$ cat config.mk
export PLATFORM = sky130hd
export DESIGN_NAME = pcont_refill_arb_flat
export DESIGN_NICKNAME = d
export VERILOG_FILES = /design/src/rtl/pcont_refill_arb_if.sv /design/src/rtl/pcont_refill_arb.sv /design/src/flat_wrapper.sv
export SDC_FILE = /design/constraint.sdc
export NUM_CORES = 1
export LEC_CHECK = 0
export BUFFER_PORTS_ARGS = -buffer_cell sky130_fd_sc_hd__buf_2
export CAP_MARGIN = 25
export CORE_MARGIN = 2
export CORE_UTILIZATION = 44
export DETAILED_ROUTE_END_ITERATION = 10
export HOLD_SLACK_MARGIN = 0.06
export PLACE_DENSITY = 0.8
export SETUP_SLACK_MARGIN = 0.3
export SLEW_MARGIN = 20
export SYNTH_ARGS = -nofsm -noshare
export SYNTH_HDL_FRONTEND = slang
export SYNTH_SLANG_ARGS = --single-unit
export TNS_END_PERCENT = 50
$ cat constraint.sdc
create_clock -name sysclk -period 2.03 [get_ports sysclk]
set_input_delay 0.203 -clock sysclk [delete_from_list [all_inputs] [get_ports sysclk]]
set_output_delay 0.203 -clock sysclk [all_outputs]
set_load 0.03 [all_outputs]
$ cat src/rtl/pcont_refill_arb_if.sv
// Signal bundle between the refill arbiter, the I/D miss logic, the memory read port and the fill paths.
// The slave view is the arbiter; the master view is everything around it.
interface pcont_refill_arb_if #(
    parameter int IDX_W = 2
);
    logic             imiss;
    logic [31:0]      iaddr;
    logic             dmiss;
    logic [31:0]      daddr;
    logic             mreq;
    logic [31:0]      maddr;
    logic             mack;
    logic             mrdval;
    logic [31:0]      mrdata;
    logic             ifill_we;
    logic             dfill_we;
    logic [IDX_W-1:0] fill_idx;
    logic [31:0]      fill_data;
    logic             ival;
    logic             dval;
    logic             idone;
    logic             ddone;
    logic             busy;

    modport slave (
        input  imiss, iaddr, dmiss, daddr, mack, mrdval, mrdata,
        output mreq, maddr, ifill_we, dfill_we, fill_idx, fill_data,
        output ival, dval, idone, ddone, busy
    );

    modport master (
        output imiss, iaddr, dmiss, daddr, mack, mrdval, mrdata,
        input  mreq, maddr, ifill_we, dfill_we, fill_idx, fill_data,
        input  ival, dval, idone, ddone, busy
    );
endinterface

$ cat src/rtl/pcont_refill_arb.sv
// Shares the single memory read port between I-cache and D-cache line refills:
// alternating-priority grant, request/ack, BEATS-word burst into the granted side, completion pulse.
module pcont_refill_arb #(
    parameter int BEATS = 4,
    parameter int IDX_W = 2
) (
    input  logic               sysclk,
    input  logic               reset_d2_r_n,
    pcont_refill_arb_if.slave  bus
);

    typedef enum logic [1:0] {
        S_IDLE = 2'd0,
        S_REQ  = 2'd1,
        S_DATA = 2'd2,
        S_DONE = 2'd3
    } state_t;

    localparam logic [IDX_W-1:0] LAST_IDX  = IDX_W'(BEATS - 1);
    localparam logic [31:0]      LINE_MASK = ~(32'(BEATS * 4) - 32'd1);

    state_t           state;
    state_t           state_nxt;
    logic             sel_d;
    logic             last_i;
    logic [IDX_W-1:0] cnt;
    logic             grant_d;
    logic             beat;

    logic             mreq_r;
    logic [31:0]      maddr_r;
    logic             ifill_we_r;
    logic             dfill_we_r;
    logic [IDX_W-1:0] fill_idx_r;
    logic [31:0]      fill_data_r;
    logic             ival_r;
    logic             dval_r;
    logic             idone_r;
    logic             ddone_r;

    // On a tie the side that was not served last wins, so neither side can starve the other.
    assign grant_d = bus.dmiss && (!bus.imiss || last_i);
    assign beat    = (state == S_DATA) && bus.mrdval;

    always_ff @(posedge sysclk or negedge reset_d2_r_n) begin
        if (!reset_d2_r_n) begin
            state <= S_IDLE;
        end else begin
            state <= state_nxt;
        end
    end

    always_comb begin
        state_nxt = state;
        case (state)
            S_IDLE:  if (bus.imiss || bus.dmiss) state_nxt = S_REQ;
            S_REQ:   if (bus.mack) state_nxt = S_DATA;
            S_DATA:  if (beat && (cnt == LAST_IDX)) state_nxt = S_DONE;
            S_DONE:  state_nxt = S_IDLE;
            default: state_nxt = S_IDLE;
        endcase
    end

    // Grant bookkeeping and the memory request side.
    always_ff @(posedge sysclk or negedge reset_d2_r_n) begin
        if (!reset_d2_r_n) begin
            sel_d   <= 1'b0;
            last_i  <= 1'b1;
            mreq_r  <= 1'b0;
            maddr_r <= '0;
        end else begin
            case (state)
                S_IDLE: begin
                    if (bus.imiss || bus.dmiss) begin
                        sel_d   <= grant_d;
                        last_i  <= !grant_d;
                        mreq_r  <= 1'b1;
                        maddr_r <= (grant_d ? bus.daddr : bus.iaddr) & LINE_MASK;
                    end
                end
                S_REQ: begin
                    if (bus.mack) begin
                        mreq_r <= 1'b0;
                    end
                end
                default: ;
            endcase
        end
    end

    // Fill side: every beat becomes a registered write one cycle later; strobes default low.
    always_ff @(posedge sysclk or negedge reset_d2_r_n) begin
        if (!reset_d2_r_n) begin
            cnt         <= '0;
            ifill_we_r  <= 1'b0;
            dfill_we_r  <= 1'b0;
            fill_idx_r  <= '0;
            fill_data_r <= '0;
            ival_r      <= 1'b0;
            dval_r      <= 1'b0;
            idone_r     <= 1'b0;
            ddone_r     <= 1'b0;
        end else begin
            ifill_we_r <= 1'b0;
            dfill_we_r <= 1'b0;
            ival_r     <= 1'b0;
            dval_r     <= 1'b0;
            idone_r    <= 1'b0;
            ddone_r    <= 1'b0;
            if (beat) begin
                cnt         <= cnt + IDX_W'(1);
                fill_idx_r  <= cnt;
                fill_data_r <= bus.mrdata;
                ifill_we_r  <= !sel_d;
                dfill_we_r  <= sel_d;
                ival_r      <= !sel_d && (cnt == '0);
                dval_r      <= sel_d && (cnt == '0);
                idone_r     <= !sel_d && (cnt == LAST_IDX);
                ddone_r     <= sel_d && (cnt == LAST_IDX);
            end
        end
    end

    assign bus.mreq      = mreq_r;
    assign bus.maddr     = maddr_r;
    assign bus.ifill_we  = ifill_we_r;
    assign bus.dfill_we  = dfill_we_r;
    assign bus.fill_idx  = fill_idx_r;
    assign bus.fill_data = fill_data_r;
    assign bus.ival      = ival_r;
    assign bus.dval      = dval_r;
    assign bus.idone     = idone_r;
    assign bus.ddone     = ddone_r;
    assign bus.busy      = (state != S_IDLE);

endmodule

$ cat src/flat_wrapper.sv
// flat-port wrapper written by rule: the top's interface ports become plain ports
module pcont_refill_arb_flat 
#(
    parameter int BEATS = 4,
    parameter int IDX_W = 2
)
  (sysclk, reset_d2_r_n, bus_imiss, bus_iaddr, bus_dmiss, bus_daddr, bus_mack, bus_mrdval, bus_mrdata, bus_mreq, bus_maddr, bus_ifill_we, bus_dfill_we, bus_fill_idx, bus_fill_data, bus_ival, bus_dval, bus_idone, bus_ddone, bus_busy);
  pcont_refill_arb_if #(.IDX_W(IDX_W)) bus_i ();
  input  logic sysclk;
  input  logic reset_d2_r_n;
  input wire logic [$bits(bus_i.imiss)-1:0] bus_imiss;
  input wire logic [$bits(bus_i.iaddr)-1:0] bus_iaddr;
  input wire logic [$bits(bus_i.dmiss)-1:0] bus_dmiss;
  input wire logic [$bits(bus_i.daddr)-1:0] bus_daddr;
  input wire logic [$bits(bus_i.mack)-1:0] bus_mack;
  input wire logic [$bits(bus_i.mrdval)-1:0] bus_mrdval;
  input wire logic [$bits(bus_i.mrdata)-1:0] bus_mrdata;
  output wire logic [$bits(bus_i.mreq)-1:0] bus_mreq;
  output wire logic [$bits(bus_i.maddr)-1:0] bus_maddr;
  output wire logic [$bits(bus_i.ifill_we)-1:0] bus_ifill_we;
  output wire logic [$bits(bus_i.dfill_we)-1:0] bus_dfill_we;
  output wire logic [$bits(bus_i.fill_idx)-1:0] bus_fill_idx;
  output wire logic [$bits(bus_i.fill_data)-1:0] bus_fill_data;
  output wire logic [$bits(bus_i.ival)-1:0] bus_ival;
  output wire logic [$bits(bus_i.dval)-1:0] bus_dval;
  output wire logic [$bits(bus_i.idone)-1:0] bus_idone;
  output wire logic [$bits(bus_i.ddone)-1:0] bus_ddone;
  output wire logic [$bits(bus_i.busy)-1:0] bus_busy;
  assign bus_i.imiss = bus_imiss;
  assign bus_i.iaddr = bus_iaddr;
  assign bus_i.dmiss = bus_dmiss;
  assign bus_i.daddr = bus_daddr;
  assign bus_i.mack = bus_mack;
  assign bus_i.mrdval = bus_mrdval;
  assign bus_i.mrdata = bus_mrdata;
  assign bus_mreq = bus_i.mreq;
  assign bus_maddr = bus_i.maddr;
  assign bus_ifill_we = bus_i.ifill_we;
  assign bus_dfill_we = bus_i.dfill_we;
  assign bus_fill_idx = bus_i.fill_idx;
  assign bus_fill_data = bus_i.fill_data;
  assign bus_ival = bus_i.ival;
  assign bus_dval = bus_i.dval;
  assign bus_idone = bus_i.idone;
  assign bus_ddone = bus_i.ddone;
  assign bus_busy = bus_i.busy;
  pcont_refill_arb #(.BEATS(BEATS), .IDX_W(IDX_W)) u_core (.sysclk(sysclk), .reset_d2_r_n(reset_d2_r_n), .bus(bus_i));
endmodule
# Word level (Yosys, flattened, before mapping)

Cells that the tools add are included.
W data, S select, Z words.

$add $sub $neg: 1
Reductions and logical operators: 19
Multiplexer cells: 14
Multiply operators: 0
Shift operators: 0
Order comparisons: 0
Eq/ne operators: 7
Bitwise gates (word level): 0
Div/mod/pow operators: 0

Operator list:

| kind                  | number |
|---|---|
| $mux W32              | 1 |
| $mux W1               | 8 |
| $pmux W2 S4           | 1 |
| $logic_and A1 B1 Y1   | 7 |
| $eq A2 B2 Y1 const B  | 3 |
| $mux W2               | 3 |
| $reduce_and A3 Y1     | 2 |
| $logic_not A2 Y1      | 2 |
| $ne A2 B2 Y1 const B  | 2 |
| $reduce_bool A2 Y1    | 2 |
| $logic_not A1 Y1      | 3 |
| $add A2 B1 Y2 const B | 1 |
| $eq A2 B1 Y1 const B  | 1 |
| $logic_or A1 B1 Y1    | 2 |
| $ne A2 B1 Y1 const B  | 1 |
| $pmux W1 S2           | 1 |
| $reduce_and A2 Y1     | 1 |

Register bits after elaboration: 75
Memories: 0
Input port bits: 102
Logic and storage cells: 55
Bits in writable memories: 0
ROM bits: 0
Latch bits: 0
Output and inout port bits: 74

# Longest topological paths before layout

Gate-level depths: netlist of the first run.

Word-level depth: 5
Gate-level depth with buffers: 7
Gate-level depth less buffers: 5

# Least setup slack after synthesis of the first run

OpenSTA, ideal clock, no wires.

Kind: register -> register
Start point: register u_core.state[0]
End point: register u_core.maddr_r[10] (netlist: u_core.bus.maddr[10])
Stages on the path, launching flop included: 8
Slack: 544 ps
Data required time: 1,904 ps
Buffers on the path: 2
Setup time: 126 ps
Arrival time: 1,360 ps
Clock period less this slack: 1,486 ps
Path through: dfrtp_1 > inv_1 > ha_1 > nand2_1 > a21oi_2 > buf_6 > buf_6 > a221o_1

Word-level cells in the longest chain between the ends: 2

Ends and longest elaborated chain:

| what                        | line                   | RTL |
|---|---|---|
| start: declaration          | pcont_refill_arb.sv:22 | `state_t state;` |
| start signal: assignment    | pcont_refill_arb.sv:49 | `state <= state_nxt;` |
| $logic_not A2 Y1            | pcont_refill_arb.sv:72 | `case (state)` |
| $reduce_and A2 Y1 (no line) | n/a                    |  |
| end signal: assignment      | pcont_refill_arb.sv:78 | `maddr_r <= (grant_d ? bus.daddr : bus.iaddr) & LINE_MASK;` |
| end: declaration            | pcont_refill_arb.sv:31 | `logic [31:0] maddr_r;` |

Every way passes these cells.
A chain may end at the register's enable or synchronous reset.

# Worst setup path in the final report of the first run

Start point: register u_core.state[1]
End point: output bus_busy

Word-level cells in the longest chain between the ends: 1

Ends and longest elaborated chain:

| what               | line                    | RTL |
|---|---|---|
| $reduce_bool A2 Y1 | pcont_refill_arb.sv:134 | `assign bus.busy = (state != S_IDLE);` |
| end: declaration   | flat_wrapper.sv:28      | `output wire logic [$bits(bus_i.busy)-1:0] bus_busy;` |

Every way passes these cells.

==> flow_summary.yaml, run 1 <==
sta:
  holdWs_ps: 83.83
  final_setup_vio_count: 0
  finalClockSkew_ps: 8.923
  final_max_slew_viol_count: 0
  maxClockFrequency_ghz: 0.6154
  layout_worst_path_cycle_share_pct: 80.04
  finalHoldViolCount: 0
  finalSetupTns_ps: 0
  rsz0062_at_grt: "false"
  finalWorstPathRequiredPeriod_ps: 1625
clock_network:
  clock_tree.root_cell: "sky130_fd_sc_hd__clkbuf_8"
  clock_tree_from_tritoncts: "built"
  h-tree-depth: 3
  ctsLongestPathBuffers: 2
  clock-sinks: 75
  tritoncts.num_buffers: 9
  clk_pin_slew_ps: 80
  insertion_delay_ps: 340
finish:
  post_route_cells_drive_above_1_share_pct: 57.51
  flow.area_growth_from_synthesis_pct: 36.50
  stdcell_count: 489
  n_antenna_cell: 0
  finalNetCount: 495
  fill_cells: 576
grt:
  grt_max_degree: 43
  grt_pass1_vias: 2226
  grt_pass1_wl_um: 10290
  grt.overflow.total: 0
  antenna_found_initial: 0
  grtUsageTotal_pct: 17.25
power:
  power_frac_seq_pct: 33.5
  clkPwrFrac_pct: 17.0
  power.leakage_nw: 2.192
  power_frac_comb_pct: 49.4
  power_switching_share_pct: 42.44
  power.density_mw_per_mm2: 1779
  internal-power_mw: 4.365
  power_switching_mw: 3.219
  vdd_drop_max_v: 0.001070
floorplan:
  site_rows: 30
  fp.dieArea_mm2: 0.007787
  io-pin-count: 176
  dieHeight_um: 88.25
  floorplan.initialDensity_pct: 45.71
  dieWidth_um: 88.25
  design.core.area_mm2: 0.006832
setup_path:
  cp_max_fanout: 7
  critical_path.startpoint: "u_core.state[1]"
  timing.rr.start: "u_core.state[1]"
  regToRegEndpoint: "u_core.bus.maddr[8]"
  critPathLaunchType: "register"
  cp.required_ps: 1830
  worst_setup_end_kind: "output pin"
  reg2regPathDepth: 6
  crit_type: "reg -> out"
  worst_ep_arrival_time_ps: 1420
  worst_setup_path_endpoint: "bus_busy"
  r2r_setup_slack_ps: 420
synth:
  yosys_register_bits: 75
  synth_area_leaders: "sky130_fd_sc_hd__dfrtp_1 (59%), sky130_fd_sc_hd__mux2_2 (12%), sky130_fd_sc_hd__a221o_1 (9.0%), sky130_fd_sc_hd__and2_1 (3.4%), sky130_fd_sc_hd__and2_0 (3.0%)"
  synth_area_per_cell_um2: 14.13
  synth.cell_area_mm2: 0.003123
  synth_seq_area_share_pct: 60.14
  commonest_cells_post_synth: "sky130_fd_sc_hd__dfrtp_1 (74), sky130_fd_sc_hd__mux2_2 (34), sky130_fd_sc_hd__a221o_1 (28)"
  synth-edff-count: 0
  synth.yosys.warnings: 0
  postSynthCellCount: 221
  synthDominantAreaCellType: "sky130_fd_sc_hd__dfrtp_1"
  synth_ff_type: "sky130_fd_sc_hd__dfrtp_1"
  synth_largest_type_area_fraction_pct: 59.29
  synth_cell_type_count: 27
  postSynth.asyncResetShare_pct: 100.0
  synth_most_common_cell: "sky130_fd_sc_hd__dfrtp_1"
place:
  io_buffer_count: 163
  gp_congestion: 0.7242
  detailedPlacementHpwl_um: 5102
  placed_cells_incl_taps: 471
flow_run:
  max-cap-violations: 0
routing:
  final_antenna_net_count: 0
  dr_total_vias: 2351
  via_per_inst: 4.808
  detailedRoute.firstPassIterationCount: 4
  drc: 0
  wl_um: 7039
  post_drt_wl_per_cell_um: 14.39
  dr.first_iter.drc_count: 92
min_path:
  holdCritStartpoint: "bus_daddr[11]"
  worst_hold_path_type: "in -> reg"
status:
  run_status: "finished clean"
flip-flops by register name, indices dropped and copies added (netlist names):
| register | flops |
|---|---|
| u_core.bus.mreq | 1 |
| u_core.bus.fill_data | 32 |
| u_core.bus.idone | 1 |
| u_core.bus.dval | 1 |
| u_core.bus.ddone | 1 |
| u_core.bus.maddr | 28 |
| u_core.bus.ival | 1 |
| u_core.state | 2 |
| u_core.bus.fill_idx | 2 |
| u_core.cnt | 2 |
| u_core.sel_d | 1 |
| u_core.bus.dfill_we | 1 |
| u_core.last_i | 1 |
| u_core.bus.ifill_we | 1 |
power by group through the flow:
stage / Clock [mW] / Combinational (mW) / Sequential (mW)
2_1_floorplan: 0 / 1.44 / 3.83
3_3_place_gp: 0 / 3.66 / 2.53
3_5_place_dp: 0 / 3.73 / 2.56
4_1_cts: 1.34 / 3.75 / 2.54
5_1_grt: 1.38 / 4.02 / 2.62
6_report: 1.29 / 3.75 / 2.54
metal layers:
metal | track usage, % | up-vias | part of all wire [%]
met2 | 29.05 | 102 | 48
met1 | 21.42 | 1118 | 43
met5 | 0 | - | 0
met4 | 7.163 | 0 | 1.6
li1 | - | 1121 | -
met3 | 4.104 | 10 | 7.3
area by class of cell:
class                           instances  area (um^2)  area share (%)
Clock buffer                           10        137.6           3.229
Clock inverter                          6        93.84           2.201
Inverter                                6        22.52          0.5283
Multi-Input combinational cell        127         1120           26.27
Sequential cell                        75         1878           44.06
Tap cell                               96        120.1           2.818
Timing Repair Buffer                  169        890.9           20.90
kinds of logic (layout without fill, tap and decap cells):
kind of cell / count (synthesis) / after routing / synth area share (%)
flops: 75 / 75 / 60.14
xor+xnor: 1 / 1 / 0.2805
simple gates: 43 / 43 / 8.053
compound gates: 39 / 40 / 11.82
fa+ha+maj: 5 / 5 / 2.003
other cells: 1 / 4 / 0.1201
mux: 34 / 34 / 12.26
buf+inv: 23 / 191 / 5.329
stage by stage:
stage	total power, mW	area (um^2)	setup slack (ps)	util (%)
floorplan	5.272	3134	544.2	-
global placement	6.187	3995	302.5	58.48
detailed placement	6.292	3995	223.8	58.48
CTS	7.631	4244	317.5	62.12
global route	8.016	4263	308.2	62.40
finish	7.584	4263	405.1	62.40
critical path, cell delays in order, from the launching register on:
cell and delay [ps]:
sky130_fd_sc_hd__dfrtp_1 400, sky130_fd_sc_hd__inv_1 90, sky130_fd_sc_hd__ha_2 310, sky130_fd_sc_hd__inv_1 90
sky130_fd_sc_hd__buf_2 190
cell usage in the layout (no fill, tap or decap):
cell | netlist | layout
sky130_fd_sc_hd__dfstp_2 | 1 | 1
sky130_fd_sc_hd__buf_4 | 6 | 4
sky130_fd_sc_hd__clkinv_4 | 0 | 1
sky130_fd_sc_hd__o21ai_0 | 2 | 2
sky130_fd_sc_hd__a21o_1 | 2 | 2
sky130_fd_sc_hd__mux2_2 | 34 | 34
sky130_fd_sc_hd__inv_1 | 6 | 6
sky130_fd_sc_hd__nor2b_1 | 2 | 2
sky130_fd_sc_hd__nand2_1 | 6 | 6
sky130_fd_sc_hd__ha_2 | 0 | 1
sky130_fd_sc_hd__a221oi_2 | 1 | 1
sky130_fd_sc_hd__nor2_2 | 1 | 1
sky130_fd_sc_hd__conb_1 | 1 | 4
sky130_fd_sc_hd__and3_1 | 1 | 1
sky130_fd_sc_hd__xnor2_1 | 1 | 1
sky130_fd_sc_hd__dfrtp_1 | 74 | 74
sky130_fd_sc_hd__clkinvlp_4 | 0 | 1
sky130_fd_sc_hd__a21oi_2 | 1 | 2
sky130_fd_sc_hd__o21ai_4 | 0 | 2
sky130_fd_sc_hd__clkbuf_8 | 0 | 10
sky130_fd_sc_hd__a221o_1 | 28 | 28
sky130_fd_sc_hd__buf_2 | 4 | 162
sky130_fd_sc_hd__ha_1 | 5 | 4
sky130_fd_sc_hd__o2bb2ai_1 | 1 | 1
sky130_fd_sc_hd__and2_0 | 15 | 15
sky130_fd_sc_hd__nor2_1 | 1 | 1
sky130_fd_sc_hd__o31ai_1 | 1 | 1
sky130_fd_sc_hd__and2_1 | 17 | 17
sky130_fd_sc_hd__o32a_1 | 1 | 1
sky130_fd_sc_hd__dlygate4sd3_1 | 0 | 1
sky130_fd_sc_hd__buf_12 | 0 | 2
sky130_fd_sc_hd__inv_6 | 0 | 2
sky130_fd_sc_hd__bufinv_16 | 0 | 2
worst min path at each step:
stage                                           to  slack, ps  cells past startpoint
after global routing      u_core.bus.fill_data[29]         70                      2
after detailed placement  u_core.bus.fill_data[18]        170                      1
final                         u_core.bus.maddr[11]         80                      2
after CTS                      u_core.bus.maddr[4]         70                      2
after global placement     u_core.bus.fill_data[8]        170                      1
after floorplan                   u_core.bus.ddone        -90                      0
timing repair:
item	CTS	global route
buffers inserted	0	0
cloned	0	1
setup endpoints to repair	28	28
hold buffers	1	0
resized for setup	1	2
pin swaps	0	0
endpoints found under the hold margin	33	0
(Power assumes the default switching activity.)
==> inputs of run 2 (changes only) <==
- ABC_AREA: default -> 1
- CORE_UTILIZATION: 44 -> 45
- clock period: 2.03 -> 1.55 ns (I/O delays scaled with it)
==> flow_summary.yaml, run 2 <==
status:
  run_status: "finished clean"
sta:
  final_max_slew_viol_count: 0
  finalClockSkew_ps: 8.715
  layout_worst_path_cycle_share_pct: 88.34
  rsz0062_at_grt: "true"
  finalWorstPathRequiredPeriod_ps: 1369
  final_setup_vio_count: 0
  maxClockFrequency_ghz: 0.7303
  finalSetupTns_ps: 0
  finalHoldViolCount: 0
finish:
  fill_cells: 456
  largest_reg_flops: 32
  finalNetCount: 706
  final_area_mm2: 0.005413
  final_common_cell: "sky130_fd_sc_hd__buf_2"
  n_antenna_cell: 0
  flow.area_growth_from_synthesis_pct: 62.88
  layout_common_cells: "sky130_fd_sc_hd__buf_2 (161), sky130_fd_sc_hd__nand2_1 (108), sky130_fd_sc_hd__dfrtp_1 (74), sky130_fd_sc_hd__nand3_1 (69), sky130_fd_sc_hd__dlygate4sd3_1 (56)"
  post_route_cells_drive_above_1_share_pct: 39.40
clock_network:
  h-tree-depth: 3
  tritoncts.num_buffers: 9
  clock_tree_from_tritoncts: "built"
  clock_tree.root_cell: "sky130_fd_sc_hd__clkbuf_8"
  clock-sinks: 75
  ctsLongestPathBuffers: 2
  insertion_delay_ps: 340
  clk_pin_slew_ps: 80
floorplan:
  io-pin-count: 176
  floorplan.initialDensity_pct: 46.06
  design.core.area_mm2: 0.007214
  fp.dieArea_mm2: 0.008088
  dieWidth_um: 89.94
  site_rows: 31
  dieHeight_um: 89.94
setup_path:
  cp.required_ps: 1830
  reg2regPathDepth: 8
  worst_ep_arrival_time_ps: 1650
  worst_setup_end_kind: "register"
  regToRegEndpoint: "u_core.bus.maddr[30]"
  r2r_setup_slack_ps: 180
  cp_max_fanout: 6
  crit_type: "reg -> reg"
  critPathLaunchType: "register"
  timing.rr.start: "u_core.state[0]"
synth:
  synth_cell_type_count: 20
  synth_ff_type: "sky130_fd_sc_hd__dfrtp_1"
  synthDominantAreaCellType: "sky130_fd_sc_hd__dfrtp_1"
  synth_seq_area_share_pct: 56.51
  synth_largest_type_area_fraction_pct: 55.72
  synth.cell_area_mm2: 0.003323
  yosys_register_bits: 75
  postSynth.asyncResetShare_pct: 100.0
  synth_most_common_cell: "sky130_fd_sc_hd__nand2_1"
  commonest_cells_post_synth: "sky130_fd_sc_hd__nand2_1 (111), sky130_fd_sc_hd__nand3_1 (90), sky130_fd_sc_hd__dfrtp_1 (74)"
  synth_area_leaders: "sky130_fd_sc_hd__dfrtp_1 (56%), sky130_fd_sc_hd__nand3_1 (14%), sky130_fd_sc_hd__nand2_1 (13%), sky130_fd_sc_hd__nand4_1 (5.6%), sky130_fd_sc_hd__buf_4 (2.9%)"
  synth-edff-count: 0
  synth_area_per_cell_um2: 8.862
  synth.yosys.warnings: 0
  postSynthCellCount: 375
routing:
  post_drt_wl_per_cell_um: 16.45
  drc: 0
  final_antenna_net_count: 0
  via_per_inst: 5.299
  dr_total_vias: 3725
  wl_um: 11570
  dr.first_iter.drc_count: 167
  detailedRoute.firstPassIterationCount: 5
power:
  vdd_drop_max_v: 0.001159
  power.density_mw_per_mm2: 2107
  power_frac_comb_pct: 54.2
  internal-power_mw: 6.125
  power_switching_share_pct: 46.30
  clkPwrFrac_pct: 16.2
  power_switching_mw: 5.281
  power_frac_seq_pct: 29.6
  power.leakage_nw: 2.898
  power_mw: 11.41
grt:
  grtUsageTotal_pct: 28.92
  grt_pass1_vias: 3902
  grt_pass1_wl_um: 18840
  grt.overflow.total: 0
  grt_max_degree: 33
  antenna_found_initial: 0
min_path:
  worst_hold_path.endpoint: "u_core.bus.fill_data[29]"
  holdCritStartpoint: "bus_mrdata[29]"
  worst_hold_path_type: "in -> reg"
  count_of_cells_along_the_worst_hold_path: 3
place:
  detailedPlacementHpwl_um: 6321
  place_area_mm2: 0.004242
  gp_congestion: 0.7535
  io_buffer_count: 163
flow_run:
  max-cap-violations: 0
run 2: changes by cell type after synthesis, moves of 8 or more:
| cell | before | now |
|---|---|---|
| sky130_fd_sc_hd__nand2_1 | 6 | 111 |
| sky130_fd_sc_hd__a221o_1 | 28 | 0 |
| sky130_fd_sc_hd__nand3_1 | 0 | 90 |
| sky130_fd_sc_hd__mux2_2 | 34 | 0 |
| sky130_fd_sc_hd__buf_2 | 4 | 13 |
| sky130_fd_sc_hd__nand4_1 | 0 | 30 |
| sky130_fd_sc_hd__clkbuf_1 | 0 | 8 |
| sky130_fd_sc_hd__and2_0 | 15 | 0 |
| sky130_fd_sc_hd__and2_1 | 17 | 0 |
run 2: final cells by class:
type | count | area, um^2 | area share (%)
Sequential cell | 75 | 1878 | 34.70
Inverter | 12 | 50.05 | 0.9246
Tap cell | 99 | 123.9 | 2.288
Timing Repair Buffer | 244 | 1718 | 31.74
Clock buffer | 10 | 137.6 | 2.543
Clock inverter | 6 | 111.4 | 2.057
Multi-Input combinational cell | 257 | 1394 | 25.75
run 2: stage by stage:
| step | cells | util (%) | setup slack [ps] | hold slack [ps] |
|---|---|---|---|---|
| floorplan | 378 | - | 304.1 | -140.6 |
| global placement | 619 | 58.64 | 88.37 | 118.8 |
| detailed placement | 620 | 58.79 | 101.8 | 124.3 |
| CTS | 703 | 74.45 | 204.5 | 62.33 |
| global route | 703 | 75.03 | 116.3 | 68.55 |
| finish | 703 | 75.03 | 180.7 | 74.09 |
run 2: power by group through the flow:
stage | logic, mW | registers, mW | clock network (mW)
2_1_floorplan | 2.00 | 4.92 | 0
3_3_place_gp | 4.98 | 3.29 | 0
3_5_place_dp | 5.15 | 3.35 | 0
4_1_cts | 5.98 | 3.33 | 1.87
5_1_grt | 6.61 | 3.47 | 1.97
6_report | 6.18 | 3.38 | 1.85
run 2: how the worst max path moves through the flow:
stage	from	endpoint	slack [ps]	cells past startpoint
after floorplan	u_core.state[1]	u_core.bus.maddr[21]	300	7
after global placement	bus_imiss	u_core.bus.maddr[15]	90	4
after detailed placement	u_core.state[0]	u_core.bus.maddr[26]	100	6
after CTS	u_core.state[0]	bus_busy	200	4
after global routing	u_core.state[0]	u_core.bus.maddr[23]	120	8
final	u_core.state[0]	u_core.bus.maddr[30]	180	8
run 2: cells by family (layout without fill, tap and decap cells):
family / count (synthesis) / after routing / share of synthesized area, %
compound gates: 6 / 6 / 0.9033
other cells: 1 / 4 / 0.1128
xor+xnor: 1 / 1 / 0.2636
buf+inv: 46 / 272 / 7.153
simple gates: 241 / 241 / 33.17
flops: 75 / 75 / 56.51
fa+ha+maj: 5 / 5 / 1.883
run 2: timing repair:
item / 4_1_cts / 5_1_grt
endpoints found under the hold margin: 82 / 0
gates resized for setup: 46 / 8
hold buffers: 56 / 0
endpoints found under the setup margin: 69 / 76
pin swaps: 4 / 4
gates cloned: 3 / 0
buffers inserted: 8 / 0
run 2: metal layers:
| layer | GRT usage (%) | wire [um] | vias up |
|---|---|---|---|
| li1 | - | - | 1700 |
| met1 | 34.96 | 4451 | 1744 |
| met2 | 49.94 | 5652 | 250 |
| met3 | 7.544 | 1207 | 31 |
| met4 | 10.90 | 255 | 0 |
| met5 | 0 | 0 | - |
run 2: critical path, cell delays in order, from the launching register on:
cell                      delay [ps]
sky130_fd_sc_hd__dfrtp_1         400
sky130_fd_sc_hd__inv_2            90
sky130_fd_sc_hd__ha_4            160
sky130_fd_sc_hd__inv_6            50
sky130_fd_sc_hd__nor2_4          200
sky130_fd_sc_hd__buf_6           150
sky130_fd_sc_hd__buf_16          130
sky130_fd_sc_hd__nand3_2          70
sky130_fd_sc_hd__nand3_2          60
